$ cat config.mk
export PLATFORM = sky130hd
export DESIGN_NAME = spi_command_sequencer_flat
export DESIGN_NICKNAME = d
export VERILOG_FILES = /design/src/rtl/spi_command_sequencer_pkg.sv /design/src/rtl/spi_command_sequencer_if.sv /design/src/rtl/spi_command_sequencer.sv /design/src/flat_wrapper.sv
export SDC_FILE = /design/constraint.sdc
export NUM_CORES = 1
export LEC_CHECK = 0
export CORE_UTILIZATION = 41
export CTS_CLUSTER_SIZE = 20
export DETAILED_ROUTE_END_ITERATION = 16
export HOLD_SLACK_MARGIN = 0.15
export PLACE_DENSITY = 0.8
export SYNTH_ARGS = -nofsm -noshare
export SYNTH_HDL_FRONTEND = slang
export SYNTH_SLANG_ARGS = --single-unit
$ cat constraint.sdc
create_clock -name fabric_clk -period 2.5 [get_ports fabric_clk]
set_clock_uncertainty 0.05 [all_clocks]
set_input_delay 0.375 -clock fabric_clk [delete_from_list [all_inputs] [get_ports fabric_clk]]
set_output_delay 0.375 -clock fabric_clk [all_outputs]
set_load 0.02 [all_outputs]
$ cat src/rtl/spi_command_sequencer_pkg.sv
// Shared types and elaboration-time helpers for the SPI command sequencer.
package spi_seq_pkg;

  localparam int SEQ_MAX_WIDTH = 64;

  typedef enum logic [1:0] {
    IDLE,
    LAUNCH,
    WAIT,
    RESP
  } seq_state_t;

  function automatic int seq_len(input int addr_w, input int data_w);
    return 1 + addr_w + data_w;
  endfunction

  // Reads leave the data field undriven so the slave can return bits there.
  function automatic logic [SEQ_MAX_WIDTH-1:0] seq_mask(input int len, input int data_w,
                                                        input logic rw);
    logic [SEQ_MAX_WIDTH-1:0] m;
    m = '0;
    for (int i = 0; i < SEQ_MAX_WIDTH; i++) begin
      m[i] = (i < len) && (!rw || (i >= data_w));
    end
    return m;
  endfunction

endpackage

$ cat src/rtl/spi_command_sequencer_if.sv
// Command and read-response channels between a register client and the sequencer.
interface spi_command_sequencer_if #(
  parameter int ADDR_WIDTH = 15,
  parameter int DATA_BITS  = 8,
  parameter int GAP_WIDTH  = 16
);
  logic                  cmd_valid;
  logic                  cmd_ready;
  logic                  cmd_rw;
  logic [ADDR_WIDTH-1:0] cmd_addr;
  logic [DATA_BITS-1:0]  cmd_wdata;
  logic [GAP_WIDTH-1:0]  gap_cycles;
  logic                  rsp_valid;
  logic                  rsp_ready;
  logic [DATA_BITS-1:0]  rsp_rdata;

  modport master (
    output cmd_valid, cmd_rw, cmd_addr, cmd_wdata, gap_cycles, rsp_ready,
    input  cmd_ready, rsp_valid, rsp_rdata
  );

  modport slave (
    input  cmd_valid, cmd_rw, cmd_addr, cmd_wdata, gap_cycles, rsp_ready,
    output cmd_ready, rsp_valid, rsp_rdata
  );
endinterface

$ cat src/rtl/spi_command_sequencer.sv
// Formats one register command into a single-cycle SPI request, then waits max(gap,1) cycles.
// Write: cmd_ready returns G+2 cycles after accept; read: rsp_valid held until rsp_ready.
module spi_command_sequencer
  import spi_seq_pkg::*;
#(
  parameter int DATA_WIDTH            = 32,
  parameter int TRANSACTION_LEN_WIDTH = 8,
  parameter int ADDR_WIDTH            = 15,
  parameter int DATA_BITS             = 8,
  parameter int GAP_WIDTH             = 16
) (
  input  logic                             fabric_clk,
  input  logic                             reset,
  spi_command_sequencer_if.slave           bus,
  output logic [TRANSACTION_LEN_WIDTH-1:0] transaction_length,
  output logic [DATA_WIDTH-1:0]            transaction_data,
  output logic [DATA_WIDTH-1:0]            transaction_rw_mask,
  input  logic [DATA_WIDTH-1:0]            transaction_read_data,
  output logic                             busy
);

  localparam int LEN = seq_len(ADDR_WIDTH, DATA_BITS);

  if (LEN > DATA_WIDTH || LEN >= 2 ** TRANSACTION_LEN_WIDTH || DATA_WIDTH > SEQ_MAX_WIDTH) begin : g_bad_cfg
    $error("spi_command_sequencer: instruction word does not fit the SPI core buses");
  end

  localparam logic [TRANSACTION_LEN_WIDTH-1:0] LEN_VAL = TRANSACTION_LEN_WIDTH'(LEN);
  localparam logic [SEQ_MAX_WIDTH-1:0] WMASK_FULL = seq_mask(LEN, DATA_BITS, 1'b0);
  localparam logic [SEQ_MAX_WIDTH-1:0] RMASK_FULL = seq_mask(LEN, DATA_BITS, 1'b1);
  localparam logic [DATA_WIDTH-1:0]    WMASK      = WMASK_FULL[DATA_WIDTH-1:0];
  localparam logic [DATA_WIDTH-1:0]    RMASK      = RMASK_FULL[DATA_WIDTH-1:0];

  seq_state_t           state_q, state_d;
  logic                 rdy_q;
  logic                 rw_q;
  logic [GAP_WIDTH-1:0] gap_q;
  logic [GAP_WIDTH-1:0] cnt_q;
  logic [DATA_WIDTH-1:0] data_q;
  logic [DATA_WIDTH-1:0] mask_q;
  logic [DATA_BITS-1:0]  rdata_q;

  logic           accept;
  logic           last_wait;
  logic [LEN-1:0] word;
  logic           unused_read_hi;

  assign accept    = bus.cmd_valid && rdy_q;
  assign last_wait = (state_q == WAIT) && (cnt_q == GAP_WIDTH'(1));
  assign word      = {bus.cmd_rw, bus.cmd_addr,
                      (bus.cmd_rw ? {DATA_BITS{1'b0}} : bus.cmd_wdata)};
  assign unused_read_hi = ^transaction_read_data[DATA_WIDTH-1:DATA_BITS];

  always_comb begin
    state_d            = state_q;
    transaction_length = '0;
    busy               = 1'b1;
    bus.rsp_valid      = 1'b0;
    unique case (state_q)
      IDLE: begin
        busy = 1'b0;
        if (accept) state_d = LAUNCH;
      end
      LAUNCH: begin
        transaction_length = LEN_VAL;
        state_d            = WAIT;
      end
      WAIT: begin
        if (last_wait) state_d = rw_q ? RESP : IDLE;
      end
      RESP: begin
        bus.rsp_valid = 1'b1;
        if (bus.rsp_ready) state_d = IDLE;
      end
      default: state_d = IDLE;
    endcase
  end

  // cmd_ready is registered so it stays low through the reset edge and rises one cycle later.
  always_ff @(posedge fabric_clk) begin
    if (reset) begin
      state_q <= IDLE;
      rdy_q   <= 1'b0;
      rw_q    <= 1'b0;
      gap_q   <= '0;
      cnt_q   <= '0;
      data_q  <= '0;
      mask_q  <= '0;
      rdata_q <= '0;
    end else begin
      state_q <= state_d;
      rdy_q   <= (state_d == IDLE);
      if (accept) begin
        rw_q   <= bus.cmd_rw;
        gap_q  <= bus.gap_cycles;
        data_q <= DATA_WIDTH'(word);
        mask_q <= bus.cmd_rw ? RMASK : WMASK;
      end
      if (state_q == LAUNCH) begin
        cnt_q <= (gap_q == '0) ? GAP_WIDTH'(1) : gap_q;
      end else if (state_q == WAIT) begin
        cnt_q <= cnt_q - GAP_WIDTH'(1);
      end
      if (last_wait && rw_q) begin
        rdata_q <= transaction_read_data[DATA_BITS-1:0];
      end
    end
  end

  assign bus.cmd_ready       = rdy_q;
  assign bus.rsp_rdata       = rdata_q;
  assign transaction_data    = data_q;
  assign transaction_rw_mask = mask_q;

endmodule

$ cat src/flat_wrapper.sv
// flat-port wrapper written by rule: the top's interface ports become plain ports
module spi_command_sequencer_flat import spi_seq_pkg::*;
#(
  parameter int DATA_WIDTH            = 32,
  parameter int TRANSACTION_LEN_WIDTH = 8,
  parameter int ADDR_WIDTH            = 15,
  parameter int DATA_BITS             = 8,
  parameter int GAP_WIDTH             = 16
)
  (fabric_clk, reset, transaction_length, transaction_data, transaction_rw_mask, transaction_read_data, busy, bus_cmd_valid, bus_cmd_rw, bus_cmd_addr, bus_cmd_wdata, bus_gap_cycles, bus_rsp_ready, bus_cmd_ready, bus_rsp_valid, bus_rsp_rdata);
  spi_command_sequencer_if #(.ADDR_WIDTH(ADDR_WIDTH), .DATA_BITS(DATA_BITS), .GAP_WIDTH(GAP_WIDTH)) bus_i ();
  input  logic fabric_clk;
  input  logic reset;
  output logic [TRANSACTION_LEN_WIDTH-1:0] transaction_length;
  output logic [DATA_WIDTH-1:0] transaction_data;
  output logic [DATA_WIDTH-1:0] transaction_rw_mask;
  input  logic [DATA_WIDTH-1:0] transaction_read_data;
  output logic busy;
  input wire logic [$bits(bus_i.cmd_valid)-1:0] bus_cmd_valid;
  input wire logic [$bits(bus_i.cmd_rw)-1:0] bus_cmd_rw;
  input wire logic [$bits(bus_i.cmd_addr)-1:0] bus_cmd_addr;
  input wire logic [$bits(bus_i.cmd_wdata)-1:0] bus_cmd_wdata;
  input wire logic [$bits(bus_i.gap_cycles)-1:0] bus_gap_cycles;
  input wire logic [$bits(bus_i.rsp_ready)-1:0] bus_rsp_ready;
  output wire logic [$bits(bus_i.cmd_ready)-1:0] bus_cmd_ready;
  output wire logic [$bits(bus_i.rsp_valid)-1:0] bus_rsp_valid;
  output wire logic [$bits(bus_i.rsp_rdata)-1:0] bus_rsp_rdata;
  assign bus_i.cmd_valid = bus_cmd_valid;
  assign bus_i.cmd_rw = bus_cmd_rw;
  assign bus_i.cmd_addr = bus_cmd_addr;
  assign bus_i.cmd_wdata = bus_cmd_wdata;
  assign bus_i.gap_cycles = bus_gap_cycles;
  assign bus_i.rsp_ready = bus_rsp_ready;
  assign bus_cmd_ready = bus_i.cmd_ready;
  assign bus_rsp_valid = bus_i.rsp_valid;
  assign bus_rsp_rdata = bus_i.rsp_rdata;
  spi_command_sequencer #(.DATA_WIDTH(DATA_WIDTH), .TRANSACTION_LEN_WIDTH(TRANSACTION_LEN_WIDTH), .ADDR_WIDTH(ADDR_WIDTH), .DATA_BITS(DATA_BITS), .GAP_WIDTH(GAP_WIDTH)) u_core (.fabric_clk(fabric_clk), .reset(reset), .bus(bus_i), .transaction_length(transaction_length), .transaction_data(transaction_data), .transaction_rw_mask(transaction_rw_mask), .transaction_read_data(transaction_read_data), .busy(busy));
endmodule
After elaboration in Yosys (flattened, before gate mapping)
Cells that the tools add are included.
{"block": "op_classes", "n_addsub": 1, "eq_ne": 4, "mux": 13, "reduce_logical": 7}
{"op": "two-way mux 16 bit", "n": 3}
{"op": "== test 16 x 1 -> 1 bit (second input constant)", "n": 1}
{"op": "logical NOT 16 bit", "n": 1}
{"op": "two-way mux 8 bit", "n": 2}
{"op": "subtractor 16 x 1 -> 16 bit (second input constant)", "n": 1}
{"op": "two-way mux 2 bit", "n": 4}
{"op": "case mux 2 bit (4 select lines)", "n": 1}
{"op": "two-way mux 5 bit", "n": 1}
{"op": "== test 2 bit (second input constant)", "n": 2}
{"op": "logical NOT 2 bit", "n": 2}
{"op": "logical AND 1 bit", "n": 3}
{"op": "== test 2 x 1 -> 1 bit (second input constant)", "n": 1}
{"op": "two-way mux 1 bit", "n": 2}
{"op": "nonzero test 2 bit", "n": 1}
{"block": "totals", "register_bits": 100, "input_bits": 76, "out_inout_bits": 83, "wordCells": 33}

Depth between registers and ports, before layout
{"block": "logic_depth", "word_depth": 5, "ltp_mapped": 8}

Worst setup path before layout
OpenSTA, ideal clock, no wires.
{"block": "synth_path", "kind": "reg-to-reg", "from": "register u_core.cnt_q[0]", "to": "register u_core.rdy_q (netlist: u_core.bus.cmd_ready)", "setup_ns": 0.116, "arrival_ns": 1.832, "path_slack_ns": 0.503, "path_stages_with_launch": 7, "path_buffers": 0, "synth_period_minus_slack_ns": 1.997, "path_cell_list": "dfxtp_1 -> ha_1 -> or4b_2 -> nor4_4 -> nor3b_1 -> nor3_1 -> and3b_1"}
{"block": "synth_between", "elab_chain_len": 5}
{"element": "start, declared", "line": "spi_command_sequencer.sv:38", "source": "logic [GAP_WIDTH-1:0] cnt_q;"}
{"element": "start signal, assigned", "line": "spi_command_sequencer.sv:100", "source": "cnt_q <= (gap_q == '0) ? GAP_WIDTH'(1) : gap_q;"}
{"element": "start signal, assigned", "line": "spi_command_sequencer.sv:102", "source": "cnt_q <= cnt_q - GAP_WIDTH'(1);"}
{"element": "== test 16 x 1 -> 1 bit", "line": "spi_command_sequencer.sv:49", "source": "assign last_wait = (state_q == WAIT) && (cnt_q == GAP_WIDTH'(1));"}
{"element": "logical AND 1 bit", "line": "spi_command_sequencer.sv:49"}
{"element": "two-way mux 2 bit", "line": "spi_command_sequencer.sv:69", "source": "if (last_wait) state_d = rw_q ? RESP : IDLE;"}
{"element": "case mux 2 bit (4 select lines)", "line": "spi_command_sequencer.sv:59", "source": "unique case (state_q)"}
{"element": "logical NOT 2 bit", "line": "spi_command_sequencer.sv:92", "source": "rdy_q <= (state_d == IDLE);"}
{"element": "end signal, assigned", "line": "spi_command_sequencer.sv:92"}
{"element": "end, declared", "line": "spi_command_sequencer.sv:35", "source": "logic rdy_q;"}
No other way between the ends.
A chain may end at the register's enable or synchronous reset.

Worst setup path after layout
{"block": "layout_path", "from": "register u_core.cnt_q[0]", "to": "register u_core.rdata_q[5] (netlist: u_core.bus.rsp_rdata[5])"}
{"block": "layout_between", "elab_chain_len": 3}
{"element": "== test 16 x 1 -> 1 bit", "line": "spi_command_sequencer.sv:49"}
{"element": "logical AND 1 bit", "line": "spi_command_sequencer.sv:49"}
{"element": "logical AND 1 bit", "line": "spi_command_sequencer.sv:104", "source": "if (last_wait && rw_q) begin"}
{"element": "end signal, assigned", "line": "spi_command_sequencer.sv:105", "source": "rdata_q <= transaction_read_data[DATA_BITS-1:0];"}
{"element": "end, declared", "line": "spi_command_sequencer.sv:41", "source": "logic [DATA_BITS-1:0] rdata_q;"}
No other way between the ends.

==> flow_metrics.py <==
metrics = {
    "worst_setup_path": {
        "worstPathRequired_ns": 2.72,
        "critPathCaptureType": "flip-flop",
        "cp.arrival_ns": 2.57,
        "start_kind": "flip-flop",
        "worstSetupPathType": "reg -> reg",
        "cp_max_fo": 8,
    },
    "layout": {
        "finish.utilization_pct": 58.0,
        "drive_above_1_share_pct": 7.22,
        "num_antenna_cells": 0,
        "nets": 604,
        "final_area_mm2": 0.00457,
        "areaGrowthSynthToFinish_pct": 34.2,
    },
    "pwr": {
        "ir_drop_v": 0.000488,
        "p_per_area_mw_per_mm2": 1070,
        "p_clk_share_pct": 19.4,
        "power_frac_seq_pct": 31.2,
        "p_total_mw": 4.88,
        "p_leak_nw": 1.67,
        "netSwitchingPower_mw": 2.00,
        "intPower_mw": 2.87,
        "power_frac_comb_pct": 49.5,
        "netSwitchingFraction_pct": 41.1,
    },
    "logic_synthesis": {
        "synth.area.top_cells": "dfxtp_1 (41%), nand2_1 (11%), buf_4 (10%)",
        "synth_top_cell_by_area": "dfxtp_1",
        "synth.avg_cell_area_um2": 7.80,
        "synth_top_family_by_area": "simple AND/OR/NAND/NOR gates",
        "synthAdderAreaFrac_pct": 2.57,
        "synth_seq_cells": 69,
        "synth_compound_area_share_pct": 17.4,
        "synthCells": 437,
        "yosys_warnings": 0,
        "synth_xor_area_share_pct": 0,
        "ys.flop_type": "dfxtp_1",
        "synth_top_area_share_pct": 40.5,
        "synthDistinctLibCells": 46,
        "synthSimpleGateAreaFrac_pct": 24.1,
        "mappedNetlistArea_mm2": 0.00341,
        "synth_mux_area_share_pct": 0.881,
        "async_flop_share_pct": 0,
        "seq_area_frac_synth_pct": 40.5,
        "synth_common_cells": "nand2_1 (104), dfxtp_1 (69), a21oi_1 (51)",
        "synth-edff-count": 0,
        "yosysMostFrequentCell": "nand2_1",
    },
    "floorplan": {
        "dieHeight_um": 93.2,
        "core_area_mm2": 0.00789,
        "start_util_pct": 43.2,
        "io-pin-count": 159,
        "dieWidth_um": 93.2,
        "num_rows": 32,
        "fp.dieArea_mm2": 0.00868,
    },
    "timing": {
        "rsz0062_at_grt": "no",
        "worstMarginPinSlew_ns": 0.603,
        "finalCriticalPeriod_ns": 2.35,
        "fin_crit_sh_pct": 93.9,
        "fmax_mhz": 426,
        "report.final.hold_viol_count": 0,
        "setup_viol": 0,
        "slew_headroom_pct": 59.4,
        "setup_tns_ns": 0,
        "slew_viol_final": 0,
    },
    "detailed_routing": {
        "drt_iter0_markers": 196,
        "post-route-drc-count": 0,
        "post_drt_via_cell_ratio": 5.11,
        "totalWireLength_um": 8290,
        "vias": 3211,
        "post_drt_wl_per_cell_um": 13.2,
        "first_pass_iters": 4,
        "antenna_left": 0,
    },
    "grt": {
        "grt_use_met1_pct": 23.5,
        "grt_pass1_wl_um": 13800,
        "grt.met2_usage_pct": 32.6,
        "grt_pass1_vias": 3058,
        "use_met3_pct": 6.83,
        "grt_util_all_layers_pct": 19.8,
        "grt_busiest_layer": "met2",
        "overflow": 0,
        "antenna_found_initial": 0,
        "grt_max_degree": 43,
    },
    "cts": {
        "cts_made_buffers": 9,
        "cts_tree": "done",
        "clockRootBuffer": "clkbuf_8",
        "cts_max_path_buffers": 2,
        "cts_sinks": 69,
        "clock_latency_ns": 0.35,
        "htreeDepth": 3,
        "ctsHoldBuffers": 0,
        "cts.clk_slew.worst_paths_ns": 0.08,
    },
    "placement": {
        "placed_area_mm2": 0.00436,
        "gp_congestion": 0.863,
        "port-buffer-count": 112,
        "hpwl_um": 5950,
    },
    "flow_run": {
        "maxCapViolations": 0,
    },
    "outcome": {
        "status": "complete, no violations",
    },
    "min_path": {
        "min_path_type": "in -> reg",
    },
}
critical path: stages (launching register included):
cell and delay [ns]:
dfxtp_1 0.45, ha_1 0.18, or4b_2 0.64, nor4_4 0.32, and3_1 0.40, nand2_1 0.09, a21oi_1 0.15
flip-flops by register name, indices dropped and copies added (netlist names):
signal and cells:
u_core.state_q 2, u_core.rw_q 1, u_core.bus.cmd_ready 1, u_core.gap_q 16, u_core.transaction_data 23, u_core.cnt_q 16
u_core.transaction_rw_mask 2, u_core.bus.rsp_rdata 8
placed cells by master (no fill, tap or decap), types with 2 or more instances in the layout:
master / netlist / layout
nand3_1: 3 / 3
a22o_1: 2 / 2
ha_1: 7 / 6
inv_1: 9 / 9
a31oi_1: 3 / 3
o21ai_0: 13 / 13
dfxtp_1: 69 / 69
clkbuf_8: 0 / 10
a41o_1: 2 / 2
o41ai_1: 2 / 2
clkinv_4: 0 / 2
clkinvlp_4: 0 / 2
a2111oi_0: 2 / 2
nor4_1: 8 / 8
buf_4: 46 / 12
conb_1: 1 / 22
nor3_1: 9 / 9
nand3b_1: 8 / 8
a22oi_1: 8 / 8
mux2i_1: 3 / 3
nor3b_1: 3 / 3
a32o_1: 2 / 2
nand2_1: 104 / 104
o31ai_1: 2 / 2
a211oi_1: 2 / 2
nor2b_1: 6 / 6
nor2_1: 28 / 28
a21oi_1: 51 / 51
clkdlybuf4s50_1: 0 / 111
cell type report:
type	instances	area, µm²
Fill cell	694	3310
Multi-Input combinational cell	308	1620
Sequential cell	69	1380
Timing Repair Buffer	124	1210
Clock buffer	10	138
Tap cell	102	128
Clock inverter	6	71.3
Inverter	9	33.8
worst paths after layout:
path / end / start / cells past startpoint / slack, ns
setup / recovery: u_core.bus.rsp_rdata[5]$_SDFFE_PP0P_ / u_core.cnt_q[0]$_SDFFE_PP0P_ / 6 / 0.15
hold / removal: u_core.state_q[1]$_SDFF_PP0_ / reset / 2 / 0.38
setup reg to reg: u_core.bus.rsp_rdata[5]$_SDFFE_PP0P_ / u_core.cnt_q[0]$_SDFFE_PP0P_ / 6 / 0.15
hold reg to reg: u_core.bus.rsp_rdata[1]$_SDFFE_PP0P_ / u_core.bus.rsp_rdata[1]$_SDFFE_PP0P_ / 2 / 0.40
per-stage QoR:
step | setup slack (ns) | hold WS, ns | std cells
floorplan | 0.503 | 0.398 | 458
global placement | 0.261 | 0.388 | 612
detailed placement | 0.173 | 0.397 | 612
CTS | 0.0464 | 0.374 | 628
global route | 0.0188 | 0.394 | 628
finish | 0.153 | 0.382 | 628
cell families after synthesis:
logic type,after synthesis
muxes,3
adders and majority gates,7
buffers and inverters,81
other,1
DFF,69
AOI/OAI and AO/OA,97
and+or+nand+nor,179
what timing repair did:
item                       CTS  global route
setup endpoints to repair    0             2
gates resized for setup      0             1
setup buffers                0             0
power by group through the flow:
stage                     Combinational [mW]  Clock (mW)  Sequential, mW
after floorplan                         1.73           0            1.54
after global placement                  2.32           0            1.52
after detailed placement                2.39           0            1.54
after CTS                               2.40       0.960            1.51
after global routing                    2.66        1.01            1.55
final                                   2.41       0.945            1.52
metal layers:
layer	share of wire, %	wire [µm]
met5	0	0
met4	1.9	157
met3	7.5	623
met2	48	3970
met1	43	3540
No activity file was read; power rests on OpenSTA's default activity.
